File: config.mk
export PLATFORM = sky130hd
export DESIGN_NAME = spi_counter_slave_rx
export DESIGN_NICKNAME = d
export VERILOG_FILES = /design/src/rtl/spi_link_pkg.sv /design/src/rtl/spi_sync_edge.sv /design/src/rtl/spi_counter_slave_rx.sv
export SDC_FILE = /design/constraint.sdc
export NUM_CORES = 1
export LEC_CHECK = 0
export ABC_AREA = 1
export CAP_MARGIN = 20
export CORE_MARGIN = 2
export CORE_UTILIZATION = 49
export CTS_BUF_LIST = sky130_fd_sc_hd__clkbuf_4 sky130_fd_sc_hd__clkbuf_8 sky130_fd_sc_hd__clkbuf_16
export DETAILED_ROUTE_END_ITERATION = 8
export HOLD_SLACK_MARGIN = 0.02
export PLACE_DENSITY = 0.85
export SYNTH_ARGS = -nofsm -noshare
export SYNTH_HDL_FRONTEND = slang
export SYNTH_HIERARCHICAL = 1
export SYNTH_SLANG_ARGS = --single-unit
File: constraint.sdc
create_clock -name clk -period 1.5 [get_ports clk]
set_input_delay 0.15 -clock clk [delete_from_list [all_inputs] [get_ports clk]]
set_output_delay 0.15 -clock clk [all_outputs]
set_load 0.05 [all_outputs]
File: src/rtl/spi_link_pkg.sv
// Shared definitions for the master->slave SPI counter link.
package spi_link_pkg;

  localparam int unsigned COUNT_W    = 14;
  localparam int unsigned FRAME_BITS = 16;
  localparam int unsigned PAD_BITS   = 2;
  localparam int unsigned BIT_CNT_W  = $clog2(FRAME_BITS + 1);

  typedef enum logic [1:0] {
    IDLE,
    SHIFT,
    DONE
  } spi_rx_state_t;

  typedef logic [COUNT_W-1:0] count_t;

endpackage

File: src/rtl/spi_sync_edge.sv
// Multi-flop synchronizer for one asynchronous input, with rise/fall detect
// taken from one extra register after the synchronized output.
module spi_sync_edge #(
  parameter int unsigned SYNC_STAGES = 2,
  parameter logic        IDLE_VAL    = 1'b0
) (
  input  logic clk,
  input  logic reset,
  input  logic d,
  output logic q,
  output logic rise_c,
  output logic fall_c
);

  generate
    if (SYNC_STAGES < 2) begin : g_stage_chk
      $error("spi_sync_edge: SYNC_STAGES must be at least 2");
    end
  endgenerate

  logic [SYNC_STAGES-1:0] chain;
  logic                   q_d;

  always_ff @(posedge clk) begin
    if (reset) begin
      chain <= {SYNC_STAGES{IDLE_VAL}};
      q_d   <= IDLE_VAL;
    end else begin
      chain <= {chain[SYNC_STAGES-2:0], d};
      q_d   <= chain[SYNC_STAGES-1];
    end
  end

  assign q      = chain[SYNC_STAGES-1];
  assign rise_c = q & ~q_d;
  assign fall_c = ~q & q_d;

endmodule

File: src/rtl/spi_counter_slave_rx.sv
// SPI mode-0 responder: rebuilds the counter from 2-byte MSB-first frames
// and presents the last good value to the display path.
module spi_counter_slave_rx
  import spi_link_pkg::*;
#(
  parameter int unsigned COUNT_W     = spi_link_pkg::COUNT_W,
  parameter int unsigned SYNC_STAGES = 2
) (
  input  logic               clk,
  input  logic               reset,
  input  logic               i_sclk,
  input  logic               i_mosi,
  input  logic               i_ss_n,
  input  logic               i_clear,
  output logic [COUNT_W-1:0] o_counter,
  output logic               o_valid,
  output logic               o_frame_err,
  output logic               o_busy
);

  generate
    if (COUNT_W > FRAME_BITS || COUNT_W < 2) begin : g_width_chk
      $error("spi_counter_slave_rx: COUNT_W must be in 2..FRAME_BITS");
    end
  endgenerate

  logic s_sclk_unused, sclk_rise, sclk_fall_unused;
  logic s_mosi, mosi_rise_unused, mosi_fall_unused;
  logic s_ss_n_unused, ss_rise, ss_fall;

  spi_sync_edge #(.SYNC_STAGES(SYNC_STAGES), .IDLE_VAL(1'b0)) u_sclk_sync (
    .clk    (clk),
    .reset  (reset),
    .d      (i_sclk),
    .q      (s_sclk_unused),
    .rise_c (sclk_rise),
    .fall_c (sclk_fall_unused)
  );

  spi_sync_edge #(.SYNC_STAGES(SYNC_STAGES), .IDLE_VAL(1'b0)) u_mosi_sync (
    .clk    (clk),
    .reset  (reset),
    .d      (i_mosi),
    .q      (s_mosi),
    .rise_c (mosi_rise_unused),
    .fall_c (mosi_fall_unused)
  );

  spi_sync_edge #(.SYNC_STAGES(SYNC_STAGES), .IDLE_VAL(1'b1)) u_ss_sync (
    .clk    (clk),
    .reset  (reset),
    .d      (i_ss_n),
    .q      (s_ss_n_unused),
    .rise_c (ss_rise),
    .fall_c (ss_fall)
  );

  spi_rx_state_t          state, state_nx;
  logic [BIT_CNT_W-1:0]   bit_cnt, bit_cnt_nx;
  // Only the low COUNT_W bits are kept; pad bits shift out of the top.
  logic [COUNT_W-1:0]     shift, shift_nx;
  logic                   load, load_nx;
  logic                   err_nx, busy_nx;

  always_ff @(posedge clk) begin
    if (reset) state <= IDLE;
    else       state <= state_nx;
  end

  always_comb begin
    state_nx   = state;
    bit_cnt_nx = bit_cnt;
    shift_nx   = shift;
    load_nx    = 1'b0;
    err_nx     = 1'b0;
    busy_nx    = o_busy;
    case (state)
      IDLE: begin
        if (ss_fall) begin
          bit_cnt_nx = '0;
          shift_nx   = '0;
          busy_nx    = 1'b1;
          state_nx   = SHIFT;
        end
      end
      SHIFT: begin
        if (ss_rise) begin
          state_nx = IDLE;
          busy_nx  = 1'b0;
          err_nx   = (bit_cnt != BIT_CNT_W'(FRAME_BITS));
        end else if (sclk_rise) begin
          shift_nx   = {shift[COUNT_W-2:0], s_mosi};
          bit_cnt_nx = bit_cnt + BIT_CNT_W'(1);
          if (bit_cnt == BIT_CNT_W'(FRAME_BITS - 1)) begin
            state_nx = DONE;
            load_nx  = 1'b1;
          end
        end
      end
      DONE: begin
        // Extra SCLK edges are ignored; bit_cnt stays saturated.
        if (ss_rise) begin
          state_nx = IDLE;
          busy_nx  = 1'b0;
          err_nx   = (bit_cnt != BIT_CNT_W'(FRAME_BITS));
        end
      end
      default: state_nx = IDLE;
    endcase
  end

  always_ff @(posedge clk) begin
    if (reset) begin
      bit_cnt     <= '0;
      shift       <= '0;
      load        <= 1'b0;
      o_valid     <= 1'b0;
      o_frame_err <= 1'b0;
      o_busy      <= 1'b0;
      o_counter   <= '0;
    end else begin
      bit_cnt     <= bit_cnt_nx;
      shift       <= shift_nx;
      load        <= load_nx;
      o_valid     <= load;
      o_frame_err <= err_nx;
      o_busy      <= busy_nx;
      // Clear wins over a same-cycle frame load; o_valid still pulses.
      if (i_clear)   o_counter <= '0;
      else if (load) o_counter <= shift;
    end
  end

endmodule

==> metrics.txt <==
gp weighted congestion 0.853; Post-Synthesis Cells 275; max-slew violations 0; PwrDens 1630 nW/um2; synth warn 6; CP endpoint bit_cnt[1]; Placement Rows 22; met3 Usage GRT 0.0517; Req. time, crit path 1700 ps; area of the mapped netlist 1960 um2; reg-to-reg slack, setup 50 ps; largest net degree at the start of global routing 29; nets 321; Pre-antenna DRT Iters 4; fin crit period 1450 ps; Worst R2R Path Depth 10; Worst VDD drop 966 uV; Least-Margin Pin Slew 442 ps; clock sinks 47; initial antenna violation count 0; critical path endpoint category flip-flop; clk buf depth 2; Worst Setup SP state[0]; Slew HR 0.705; Final setup viols 0; Congestion Overflow GR 0; Critical Setup Path Class flip-flop to flip-flop; I/O pins 23; antenna cell count 0; Final Hold Viols 0; H-tree depth 2; Core Box Area 3740 um2; DRC 0; Critical-path top delay cell dfxtp_4; vias after detailed routing 1700; Detailed Place HPWL 2720 um; Die X 67.2 um; total wire length 4140 um; met1 usage 0.226; CP Launch Type flip-flop; hold_buf cts 0; Cell Chain, Critical Path inv_1, ha_4, nand2_2, nand2_4, inv_2, nor2_8, buf_4, nand2_1, nand2_1, nor2_1; first-pass GRT wire length 6400 um; initial core utilization 0.523; Worst-path clk slew 90 ps; Syn-to-layout area delta 26.3%; Wirelength per Cell 11.6 um; Mean Syn Cell Area 7.13 um2; GR Util met2 0.314; clk_lat worst skew 300 ps; mean number of vias per cell 4.75; Hold WS 365 ps; Final ANT Viol Nets 0; cell chosen for the clock root clkbuf_8; busiest layer in global routing met2; max incr delay on CP 370 ps; WP data arrival 1650 ps; Final Util 0.661; status completed; Final Cycle Share 0.965; Die Area 4520 um2; Worst Clk Skew 9.24 ps; vias in the first global route 1505; Port Buffers 22; R2R Path End bit_cnt[1]; FMAX 0.691 GHz; syn_nets 287; GRT Total Usage 0.188; Crit path top cell by count nand2_1; die height 67.2 um; Pleak 1.08 nW; Min-Delay Path Class input port to flip-flop; Worst Path Max Fanout 5; CTS tree yes; FILL cells 323; CTS Buf Count 5; share of cells above drive strength 1 0.203; Crit Reg-Reg Startpoint state[0]; DR iter-0 viols 115; Max Cap Viol 0
## worst max-delay path, delay by kind of cell, from the launching register on
kind | cells | cell delay, ps
adder cells (fa/ha/maj) | 1 | 170
buffers and inverters | 3 | 360
AND/OR/NAND/NOR | 6 | 440
flip-flops | 1 | 370
## stage by stage
step                power, W  TNS, ps  cells  instance area, um2  setup WS [ps]
finish               0.00404        0    358                2470           52.1
global route         0.00431    -64.4    358                2470          -53.7
CTS                  0.00382        0    355                2370           6.68
detailed placement   0.00271    -7.13    347                2230          -7.13
global placement     0.00267    -17.0    347                2230          -17.0
floorplan            0.00248        0    275                1960           70.9
## cell type report
class / count / area, um2 / share of cell area
Clock buffer: 5 / 68.8 / 0.0278
Timing Repair Buffer: 37 / 320 / 0.129
Clock inverter: 3 / 67.6 / 0.0273
Inverter: 29 / 109 / 0.0440
Multi-Input combinational cell: 189 / 901 / 0.364
Tap cell: 48 / 60.1 / 0.0243
Sequential cell: 47 / 948 / 0.383
## how the worst min path moves through the flow
stage | from | endpoint | slack, ps | depth (start not counted)
6_report | i_mosi | u_mosi_sync/chain[0] | 360 | 3
4_1_cts | i_mosi | u_mosi_sync/chain[0] | 360 | 3
3_3_place_gp | u_ss_sync/chain[0] | u_ss_sync/chain[1] | 390 | 2
5_1_grt | i_sclk | u_sclk_sync/chain[0] | 370 | 3
3_5_place_dp | u_sclk_sync/chain[0] | u_sclk_sync/chain[1] | 400 | 2
2_1_floorplan | reset | bit_cnt[2] | 210 | 1
## repair_timing
action                                  4_1_cts  5_1_grt
hold endpoints to repair                      0        0
pin swaps                                     0        4
resized for setup                             2       18
gates cloned                                  0        1
endpoints found under the setup margin       15       21
setup buffers                                 0        2
## placed cells by master, fill, tap and decap left out
master,n
ha_1,2
nand2_2,6
nor3b_1,1
nor2_2,2
a21oi_4,1
a311oi_1,1
dfxtp_4,1
ha_4,3
o21ai_0,4
clkbuf_16,1
dfxtp_2,3
buf_4,30
ha_2,1
clkbuf_8,5
nor2_8,1
a21oi_1,15
bufinv_16,2
inv_1,26
buf_12,1
dfxtp_1,43
nand3_1,1
a21oi_2,1
inv_2,3
nor2_1,54
nand4_1,1
nor3_1,1
clkinvlp_4,1
nand2_4,1
nand2_1,93
clkdlybuf4s50_1,5
## power breakdown
part | switching, W | internal (W)
clock | 0.000430 | 0.000664
sequential | 0.000115 | 0.00140
combinational | 0.000834 | 0.000597
## sequential cells by signal (all words and copies together) (netlist names)
signal and cells:
o_valid 1, u_mosi_sync/chain 2, u_ss_sync/chain 2, u_sclk_sync/chain 2
u_sclk_sync/q_d 1, o_busy 1, load 1, o_counter 14
o_frame_err 1, u_ss_sync/q_d 1, shift 14, state 2
bit_cnt 5
## metal layers
| layer | vias to the layer above | wire [um] |
|---|---|---|
| met1 | 764 | 1770 |
| met3 | 9 | 207 |
| met4 | 0 | 78 |
| met2 | 37 | 2080 |
| li1 | 890 | - |
| met5 | - | 0 |
(Power assumes the default switching activity.)
==> variant, RTL diff (config.mk and constraints unchanged) <==
Put one more register stage on the output `o_counter`, cleared by the reset. The value now appears one clock later. The other outputs are not delayed to match.
--- a/src/rtl/spi_counter_slave_rx.sv
+++ b/src/rtl/spi_counter_slave_rx.sv
@@ -19,2 +19,4 @@
 );
+
+  logic [COUNT_W-1:0] o_counter_s0;
 
@@ -119,3 +121,3 @@
       o_busy      <= 1'b0;
-      o_counter   <= '0;
+      o_counter_s0 <= '0;
     end else begin
@@ -128,4 +130,12 @@
       // Clear wins over a same-cycle frame load; o_valid still pulses.
-      if (i_clear)   o_counter <= '0;
-      else if (load) o_counter <= shift;
+      if (i_clear)   o_counter_s0 <= '0;
+      else if (load) o_counter_s0 <= shift;
+    end
+  end
+
+  always_ff @(posedge clk) begin
+    if (reset) begin
+      o_counter <= '0;
+    end else begin
+      o_counter <= o_counter_s0;
     end
Behaviour: same outputs for any inputs over 10 cycles, from zero or initial values and one cycle with reset high; that may be too few to reach the edited logic, so the function may still have changed.
==> variant against the original RTL <==
- hold slack worse by 0.050 ns
- combinational power is 3% higher
- worst setup slack gained 0.015 ns
- final area up 19%
- area after synthesis grew 18%
- non-clock buffer count up 2
- clock skew about the same
- wire length is 3.8% higher
- power up 24%
- sequential share of layout area increased by 3.5 points
- sequential cell count up 14
- critical endpoint is now shift[6]
- largest power group unchanged
==> variant: results <==
metrics = {
    "run_status": {
        "outcome": "complete, no violations",
    },
    "cells_and_area": {
        "sh_seq_area_pct": 41.8,
        "clkbuf_count": 11,
        "n_all_inverters": 43,
        "clkCellAreaFrac_pct": 7.97,
        "syn2layout_area_growth_pct": 26.5,
        "insertedDiodeCount": 0,
        "multi_input_comb_area_um2": 906,
        "buffers_excl_clock": 39,
        "nNetsFinal": 355,
        "multi_input_gates": 189,
        "fillCellCount": 384,
        "drive_above_1_share_pct": 20.7,
        "largestRegisters": "o_counter (14), o_counter_s0 (14), shift (14)",
        "final-seq-area_mm2": 0.00123,
        "layout.nonclk_buf_share_pct": 11.5,
    },
    "clocking": {
        "h-tree-depth": 3,
        "insertion_delay_ns": 0.34,
        "clk_pin_slew_worst_paths_ns": 0.07,
        "cts.path.max_buffers": 2,
        "cts_buffers": 9,
        "cts.sinks": 61,
    },
    "pwr": {
        "pg_clk_mw": 1.67,
        "p_sw_mw": 1.60,
        "maxPowerGroup": "registers",
        "vdd_ir_drop_max_uv": 829,
        "leakagePower_nw": 1.30,
        "intPower_mw": 3.42,
        "pwr-share-seq_pct": 37.4,
    },
    "placed_design": {
        "placed_cell_area_mm2": 0.00260,
        "place.gp.congestion": 0.915,
        "place_ws_ns": 0.00405,
        "dp_cells": 383,
        "hpwl_um": 2700,
        "io_buffers": 22,
    },
    "detailed_routing": {
        "wl_per_cell_um": 10.7,
        "vias_per_cell": 4.73,
        "wl_um": 4290,
        "drtIter0Drc": 106,
        "firstDrtPassIters": 4,
    },
    "worst_setup_path": {
        "rr_endpoint": "shift[6]",
        "worstPathMaxFanout": 12,
        "r2r_cells": 10,
        "cp-end-kind": "flop",
        "cp.arrival_ns": 1.67,
    },
    "yosys": {
        "syn_nets": 318,
        "syn_area_per_cell_um2": 7.58,
    },
    "hold_path": {
        "hold_start": "i_mosi",
    },
    "sta": {
        "finalClockSkew_ns": 0.00915,
        "worst_pin_slew_ns": 0.227,
        "fin_hold_ws_ns": 0.315,
    },
    "global_route": {
        "grt_pass1_vias": 1649,
        "grt_usage_pct": 17.0,
        "grt_pass1_wl_um": 6780,
        "grt_max_degree": 25,
    },
}
variant: worst max-delay path by stage:
stage                      end  slack, ns  cells past startpoint
floorplan            shift[10]       0.08                     10
global placement    bit_cnt[4]       0.05                      8
detailed placement    shift[6]      0.004                      9
CTS                   shift[6]       0.01                      9
global route          state[0]      0.007                      9
finish                shift[6]       0.07                     10
variant: worst register-to-register path, cell delays in order, from the launching register on:
cell and delay, ns:
dfxtp_4 0.36, inv_1 0.09, ha_2 0.22, nand2_2 0.07, nand2_2 0.07, inv_2 0.06, nor2_8 0.15, buf_12 0.15
nand2_1 0.05, nand2_1 0.07, nor2_1 0.04
variant: what timing repair did:
action,4_1_cts,5_1_grt
hold buffers,0,0
pin swaps,0,5
cloned,0,2
gates resized for setup,3,18
setup buffers,0,1
endpoints found under the hold margin,0,0
endpoints found under the setup margin,7,20
variant: layer usage:
metal,wire (µm),vias up,global-route usage (%)
met5,0,-,0
met4,77,0,11.9
met3,194,6,5.66
met2,2210,44,27.8
met1,1810,858,18.5
li1,-,993,-
